## config.mk

```make
export PLATFORM = sky130hd
export DESIGN_NAME = ir_emitter
export DESIGN_NICKNAME = d
export VERILOG_FILES = /design/src/rtl/ir_emitter_pkg.sv /design/src/rtl/ir_carrier_gen.sv /design/src/rtl/ir_emitter.sv
export SDC_FILE = /design/constraint.sdc
export NUM_CORES = 1
export LEC_CHECK = 0
export ABC_AREA = 0
export BUFFER_PORTS_ARGS = -buffer_cell sky130_fd_sc_hd__buf_2
export CAP_MARGIN = 25
export CORE_ASPECT_RATIO = 0.75
export CORE_UTILIZATION = 50
export CTS_CLUSTER_DIAMETER = 200
export DETAILED_ROUTE_END_ITERATION = 10
export PLACE_DENSITY_LB_ADDON = 0.25
export SKIP_LAST_GASP = 1
export SLEW_MARGIN = 15
export SYNTH_ARGS = -nofsm -noshare
export SYNTH_HDL_FRONTEND = slang
export SYNTH_HIERARCHICAL = 1
export SYNTH_SLANG_ARGS = --single-unit
```

## constraint.sdc

```tcl
create_clock -name clk -period 2.1 [get_ports clk]
set_input_delay 0.105 -clock clk [delete_from_list [all_inputs] [get_ports clk]]
set_output_delay 0.105 -clock clk [all_outputs]
set_load 0.01 [all_outputs]
```

## src/rtl/ir_emitter_pkg.sv

```systemverilog
// Shared IR project constants: system clock, carrier frequency, emitter states.
// Also provides the carrier half-period helper used by emitter and receiver.
package ir_emitter_pkg;

    localparam int unsigned CLK_HZ     = 50_000_000;
    localparam int unsigned CARRIER_HZ = 38_000;

    typedef enum logic [1:0] {
        ST_IDLE  = 2'd0,
        ST_BURST = 2'd1,
        ST_GAP   = 2'd2
    } state_t;

    function automatic int unsigned half_clks(
        input int unsigned clk_hz,
        input int unsigned car_hz
    );
        return clk_hz / (2 * car_hz);
    endfunction

endpackage

```

## src/rtl/ir_carrier_gen.sv

```systemverilog
// Carrier generator: HALF high / HALF low, CYCLES periods while i_en is high.
// Ports: clk, rst, i_en (BURST state), o_level (carrier), o_last (final clock).
module ir_carrier_gen #(
    parameter int unsigned HALF   = 657,
    parameter int unsigned CYCLES = 16
) (
    input  logic clk,
    input  logic rst,
    input  logic i_en,
    output logic o_level,
    output logic o_last
);

    localparam int unsigned HW = (HALF > 1) ? $clog2(HALF) : 1;
    localparam int unsigned PW = (CYCLES > 1) ? $clog2(CYCLES) : 1;
    localparam logic [HW-1:0] HALF_TOP = HW'(HALF - 1);
    localparam logic [PW-1:0] PER_TOP  = PW'(CYCLES - 1);

    logic [HW-1:0] r_half_cnt;
    logic [PW-1:0] r_period;
    logic          r_low;
    logic          w_half_end;

    assign w_half_end = (r_half_cnt == HALF_TOP);
    assign o_level    = i_en & ~r_low;
    assign o_last     = i_en & r_low & w_half_end & (r_period == PER_TOP);

    // Counters rest at zero outside the burst so each burst starts high.
    always_ff @(posedge clk or posedge rst) begin
        if (rst) begin
            r_half_cnt <= '0;
            r_period   <= '0;
            r_low      <= 1'b0;
        end else if (!i_en || o_last) begin
            r_half_cnt <= '0;
            r_period   <= '0;
            r_low      <= 1'b0;
        end else if (w_half_end) begin
            r_half_cnt <= '0;
            r_low      <= ~r_low;
            if (r_low) begin
                r_period <= r_period + 1'b1;
            end
        end else begin
            r_half_cnt <= r_half_cnt + 1'b1;
        end
    end

endmodule

```

## src/rtl/ir_emitter.sv

```systemverilog
// IR proximity emitter: sends carrier bursts and flags echoes seen on ir_rx.
// Ports: clk, rst, test_enable, start, ir_rx in; ir_led, busy, done, echo out.
module ir_emitter #(
    parameter int unsigned CLK_HZ       = ir_emitter_pkg::CLK_HZ,
    parameter int unsigned CARRIER_HZ   = ir_emitter_pkg::CARRIER_HZ,
    parameter int unsigned BURST_CYCLES = 16,
    parameter int unsigned GAP_CYCLES   = 16,
    parameter int unsigned ECHO_MIN     = 64
) (
    input  logic clk,
    input  logic rst,
    input  logic test_enable,
    input  logic start,
    input  logic ir_rx,
    output logic ir_led,
    output logic busy,
    output logic done,
    output logic echo
);

    import ir_emitter_pkg::*;

    localparam int unsigned HALF    = half_clks(CLK_HZ, CARRIER_HZ);
    localparam int unsigned GAP_LEN = 2 * HALF * GAP_CYCLES;
    localparam int unsigned GW = (GAP_LEN > 1) ? $clog2(GAP_LEN) : 1;
    localparam int unsigned RW = $clog2(ECHO_MIN + 1);
    localparam logic [GW-1:0] GAP_TOP  = GW'(GAP_LEN - 1);
    localparam logic [RW-1:0] ECHO_TOP = RW'(ECHO_MIN);

    state_t        r_state;
    state_t        w_state_nxt;
    logic          r_rx_meta;
    logic          r_rx_sync;
    logic [GW-1:0] r_gap_cnt;
    logic [RW-1:0] r_run;
    logic [RW-1:0] w_run_nxt;
    logic          r_hit;
    logic          r_done;
    logic          r_echo;
    logic          w_in_burst;
    logic          w_in_gap;
    logic          w_burst_last;
    logic          w_gap_last;
    logic          w_carrier;
    logic          w_rx_low;
    logic          w_enter_burst;
    logic          w_seq_end;

    ir_carrier_gen #(
        .HALF   (HALF),
        .CYCLES (BURST_CYCLES)
    ) u_carrier (
        .clk     (clk),
        .rst     (rst),
        .i_en    (w_in_burst),
        .o_level (w_carrier),
        .o_last  (w_burst_last)
    );

    assign w_in_burst    = (r_state == ST_BURST);
    assign w_in_gap      = (r_state == ST_GAP);
    assign w_gap_last    = w_in_gap & (r_gap_cnt == GAP_TOP);
    assign w_rx_low      = ~r_rx_sync;
    assign w_enter_burst = (r_state == ST_IDLE) & start & ~test_enable;
    // A test-mode abort on the last gap clock suppresses done.
    assign w_seq_end     = w_gap_last & ~test_enable;

    // State register
    always_ff @(posedge clk or posedge rst) begin
        if (rst) begin
            r_state <= ST_IDLE;
        end else begin
            r_state <= w_state_nxt;
        end
    end

    // Next-state logic
    always_comb begin
        w_state_nxt = r_state;
        unique case (r_state)
            ST_IDLE: begin
                if (start && !test_enable) begin
                    w_state_nxt = ST_BURST;
                end
            end
            ST_BURST: begin
                if (test_enable) begin
                    w_state_nxt = ST_IDLE;
                end else if (w_burst_last) begin
                    w_state_nxt = ST_GAP;
                end
            end
            ST_GAP: begin
                if (test_enable || w_gap_last) begin
                    w_state_nxt = ST_IDLE;
                end
            end
            default: w_state_nxt = ST_IDLE;
        endcase
    end

    // Outputs: all derived from registered state
    always_comb begin
        ir_led = w_carrier;
        busy   = (r_state != ST_IDLE);
        done   = r_done;
        echo   = r_echo;
    end

    always_ff @(posedge clk or posedge rst) begin
        if (rst) begin
            r_rx_meta <= 1'b0;
            r_rx_sync <= 1'b0;
        end else begin
            r_rx_meta <= ir_rx;
            r_rx_sync <= r_rx_meta;
        end
    end

    always_ff @(posedge clk or posedge rst) begin
        if (rst) begin
            r_gap_cnt <= '0;
        end else if (w_in_gap && !w_gap_last) begin
            r_gap_cnt <= r_gap_cnt + 1'b1;
        end else begin
            r_gap_cnt <= '0;
        end
    end

    // Saturating run length of synchronized low samples, burst only.
    always_comb begin
        w_run_nxt = '0;
        if (w_in_burst && w_rx_low) begin
            w_run_nxt = (r_run == ECHO_TOP) ? r_run : r_run + 1'b1;
        end
    end

    always_ff @(posedge clk or posedge rst) begin
        if (rst) begin
            r_run <= '0;
            r_hit <= 1'b0;
        end else begin
            r_run <= w_run_nxt;
            if (w_enter_burst) begin
                r_hit <= 1'b0;
            end else if (w_in_burst && (w_run_nxt == ECHO_TOP)) begin
                r_hit <= 1'b1;
            end
        end
    end

    // echo updates on the same edge that raises done.
    always_ff @(posedge clk or posedge rst) begin
        if (rst) begin
            r_done <= 1'b0;
            r_echo <= 1'b0;
        end else begin
            r_done <= w_seq_end;
            if (w_seq_end) begin
                r_echo <= r_hit;
            end
        end
    end

endmodule

```

==> results.yml <==
run_status:
  outcome: "finished clean"
yosys:
  synth.area.top_cells: "dfrtp_1 (48%), xor2_1 (6.9%), nor2_1 (5.9%), ha_1 (3.3%), xnor2_1 (3.1%)"
  synth_area_mm2: 0.00228
  synth_top_area_frac: 0.483
  syn_nets: 227
  ys_ff_latch: 44
  yosys_warnings: 6
  postSynthAreaPerCell_um2: 10.5
  yosysSeqAreaShare: 0.483
  netlist_instances: 216
  ys_types: 47
  synth_top_cell_by_area: "dfrtp_1"
setup_path:
  worst_setup_path_end_kind: "flip-flop"
  critPathLaunchType: "flip-flop"
  path_class: "reg -> reg"
  path_max_fanout: 7
  required_ns: 2.28
  cp.arrival_ns: 2.02
drt:
  drc: 0
  wire_per_inst_um: 13.8
  vias: 1537
  via_per_inst: 5.32
  antenna_left: 0
  drt_iter0_markers: 69
  drt_wl_total_mm: 3.98
  firstDrtPassIters: 4
floorplanning:
  dieArea_mm2: 0.00483
  rows: 20
  die_h_um: 60.5
  initial_utilization: 0.542
  die_x_um: 79.9
  core-area_mm2: 0.00420
  io_pins: 9
sta:
  finalSetupTns_ns: 0
  finClkSkew_ns: 0.00447
  fin_crit_sh: 0.876
  slew_headroom: 0.613
  rsz0062_at_grt: "no"
  hold_viol_final: 0
  tightest_slew_ns: 0.579
  min_period_ns: 1.84
  setup_viol: 0
  slew_violations: 0
  fmax_mhz: 544
finish:
  drive_gt1_frac: 0.145
  num-fill-cells: 373
  syn_to_final_growth_pct: 9.12
  final_nets: 244
  layout_common_cells: "dfrtp_1 (44), nor2_1 (36), xor2_1 (18), nand2_1 (14), nand3_1 (13)"
  layout_commonest_cell: "dfrtp_1"
  diodes: 0
pwr:
  ir_worst_vdd_mv: 0.379
  powerDensity_mw_per_mm2: 619
  total_power_mw: 1.54
  p_leak_nw: 1.09
global_routing:
  grt_pass1_vias: 1459
  grt_max_degree: 30
  grt_pass1_wl_mm: 6.81
  overflow: 0
  track_usage: 0.192
  antenna_found_initial: 0
place:
  routabilityCongestion: 0.827
  portBuffers: 8
  dp_hpwl_mm: 2.82
flow_run:
  cap_violations: 0
clocking:
  path_clk_slew_ns: 0.08
  cts_setup_buffers: 0
  cts_buffers: 5
  post_cts_resized: 0
  root_buffer: "clkbuf_8"
  cts_tree: "done"
  cts_buffer_depth: 2
  clock_sinks: 44
  hold_buffers: 2
  cts_max_level: 2
  clk_latency_ns: 0.30
min_path:
  min_path_type: "in -> reg"
## path summary, 6_finish.rpt
check,from,to,slack [ns],cells after the start
setup reg to reg,r_run[0],r_hit,0.26,7
hold reg to reg,r_rx_meta,r_rx_sync,0.36,0
hold / removal,test_enable,r_state[1],0.02,2
max in group asynchronous,rst,u_carrier/r_half_cnt[3],1.31,3
setup / recovery,r_run[0],r_hit,0.26,7
min in group asynchronous,rst,u_carrier/r_half_cnt[5],0.41,3
## where the power goes
part	leakage [nW]	total, mW	internal [mW]	switching [mW]
registers	0.606	0.874	0.859	0.0143
clock network	0.0455	0.547	0.268	0.278
logic	0.436	0.119	0.0456	0.0736
total	1.09	1.54	1.17	0.366
## cell usage after synthesis, drive strengths merged
cell     n
dfrtp   44
nor2    36
xor2    18
nand2   16
nand3   13
inv     10
xnor2    8
nand4    7
nor3     7
ha       6
a21oi    4
and4     4
buf      4
nor3b    4
o21ai    4
a211o    3
and3     3
nand2b   3
nor4     3
and2     2
and4bb   2
nor2b    2
or3      2
a21o     1
a221oi   1
a41oi    1
and2b    1
and4b    1
mux2     1
mux2i    1
nand3b   1
nor4b    1
o21a     1
or2      1
## cells by family after synthesis
family	synth area share
AOI/OAI and AO/OA	0.0632
xor gates and xnor gates	0.0999
adders and majority gates	0.0329
buffers and inverters	0.0346
DFF	0.483
muxes	0.00934
and+or+nand+nor	0.277
## critical path: stages (launching register included)
cell and delay [ns]:
dfrtp_1 0.44, inv_1 0.14, ha_1 0.16, nand3b_1 0.11, nor4_4 0.35, nor3_1 0.11
a221oi_1 0.32, nor3_1 0.07
## through the flow
stage / hold slack (ns) / instances / utilization / worst slack (ns) / cell area [um2]
after floorplan: 0.00648 / 216 / - / 0.493 / 2280
after global placement: 0.202 / 279 / 0.565 / 0.400 / 2380
after global routing: 0.0327 / 289 / 0.591 / 0.0891 / 2490
after detailed placement: 0.204 / 279 / 0.565 / 0.265 / 2380
final: 0.0209 / 289 / 0.591 / 0.261 / 2490
after CTS: 0.0185 / 289 / 0.591 / 0.265 / 2490
## area by class of cell
type                    count  area [um2]  share of cell area
multi-input cells         158        1100               0.442
clock buffers               8        90.1              0.0362
well taps                  55        68.8              0.0277
repair buffers             14        90.1              0.0362
flip-flops and latches     44        1100               0.443
inverters                  10        37.5              0.0151
## sequential cells by signal, indices dropped and copies added, names as in the netlist
signal,flops
u_carrier/r_period,4
r_run,7
done,1
u_carrier/r_low,1
r_state,2
echo,1
r_rx_sync,1
r_hit,1
r_gap_cnt,15
u_carrier/r_half_cnt,10
r_rx_meta,1
## layer usage
metal	track usage	up-vias	routed length (um)	part of all wire
li1	-	770	-	-
met1	0.274	744	2150	0.54
met2	0.275	14	1660	0.42
met3	0.0451	9	88	0.022
met4	0.0995	0	76	0.019
met5	0	-	0	0
(Power assumes the default switching activity.)
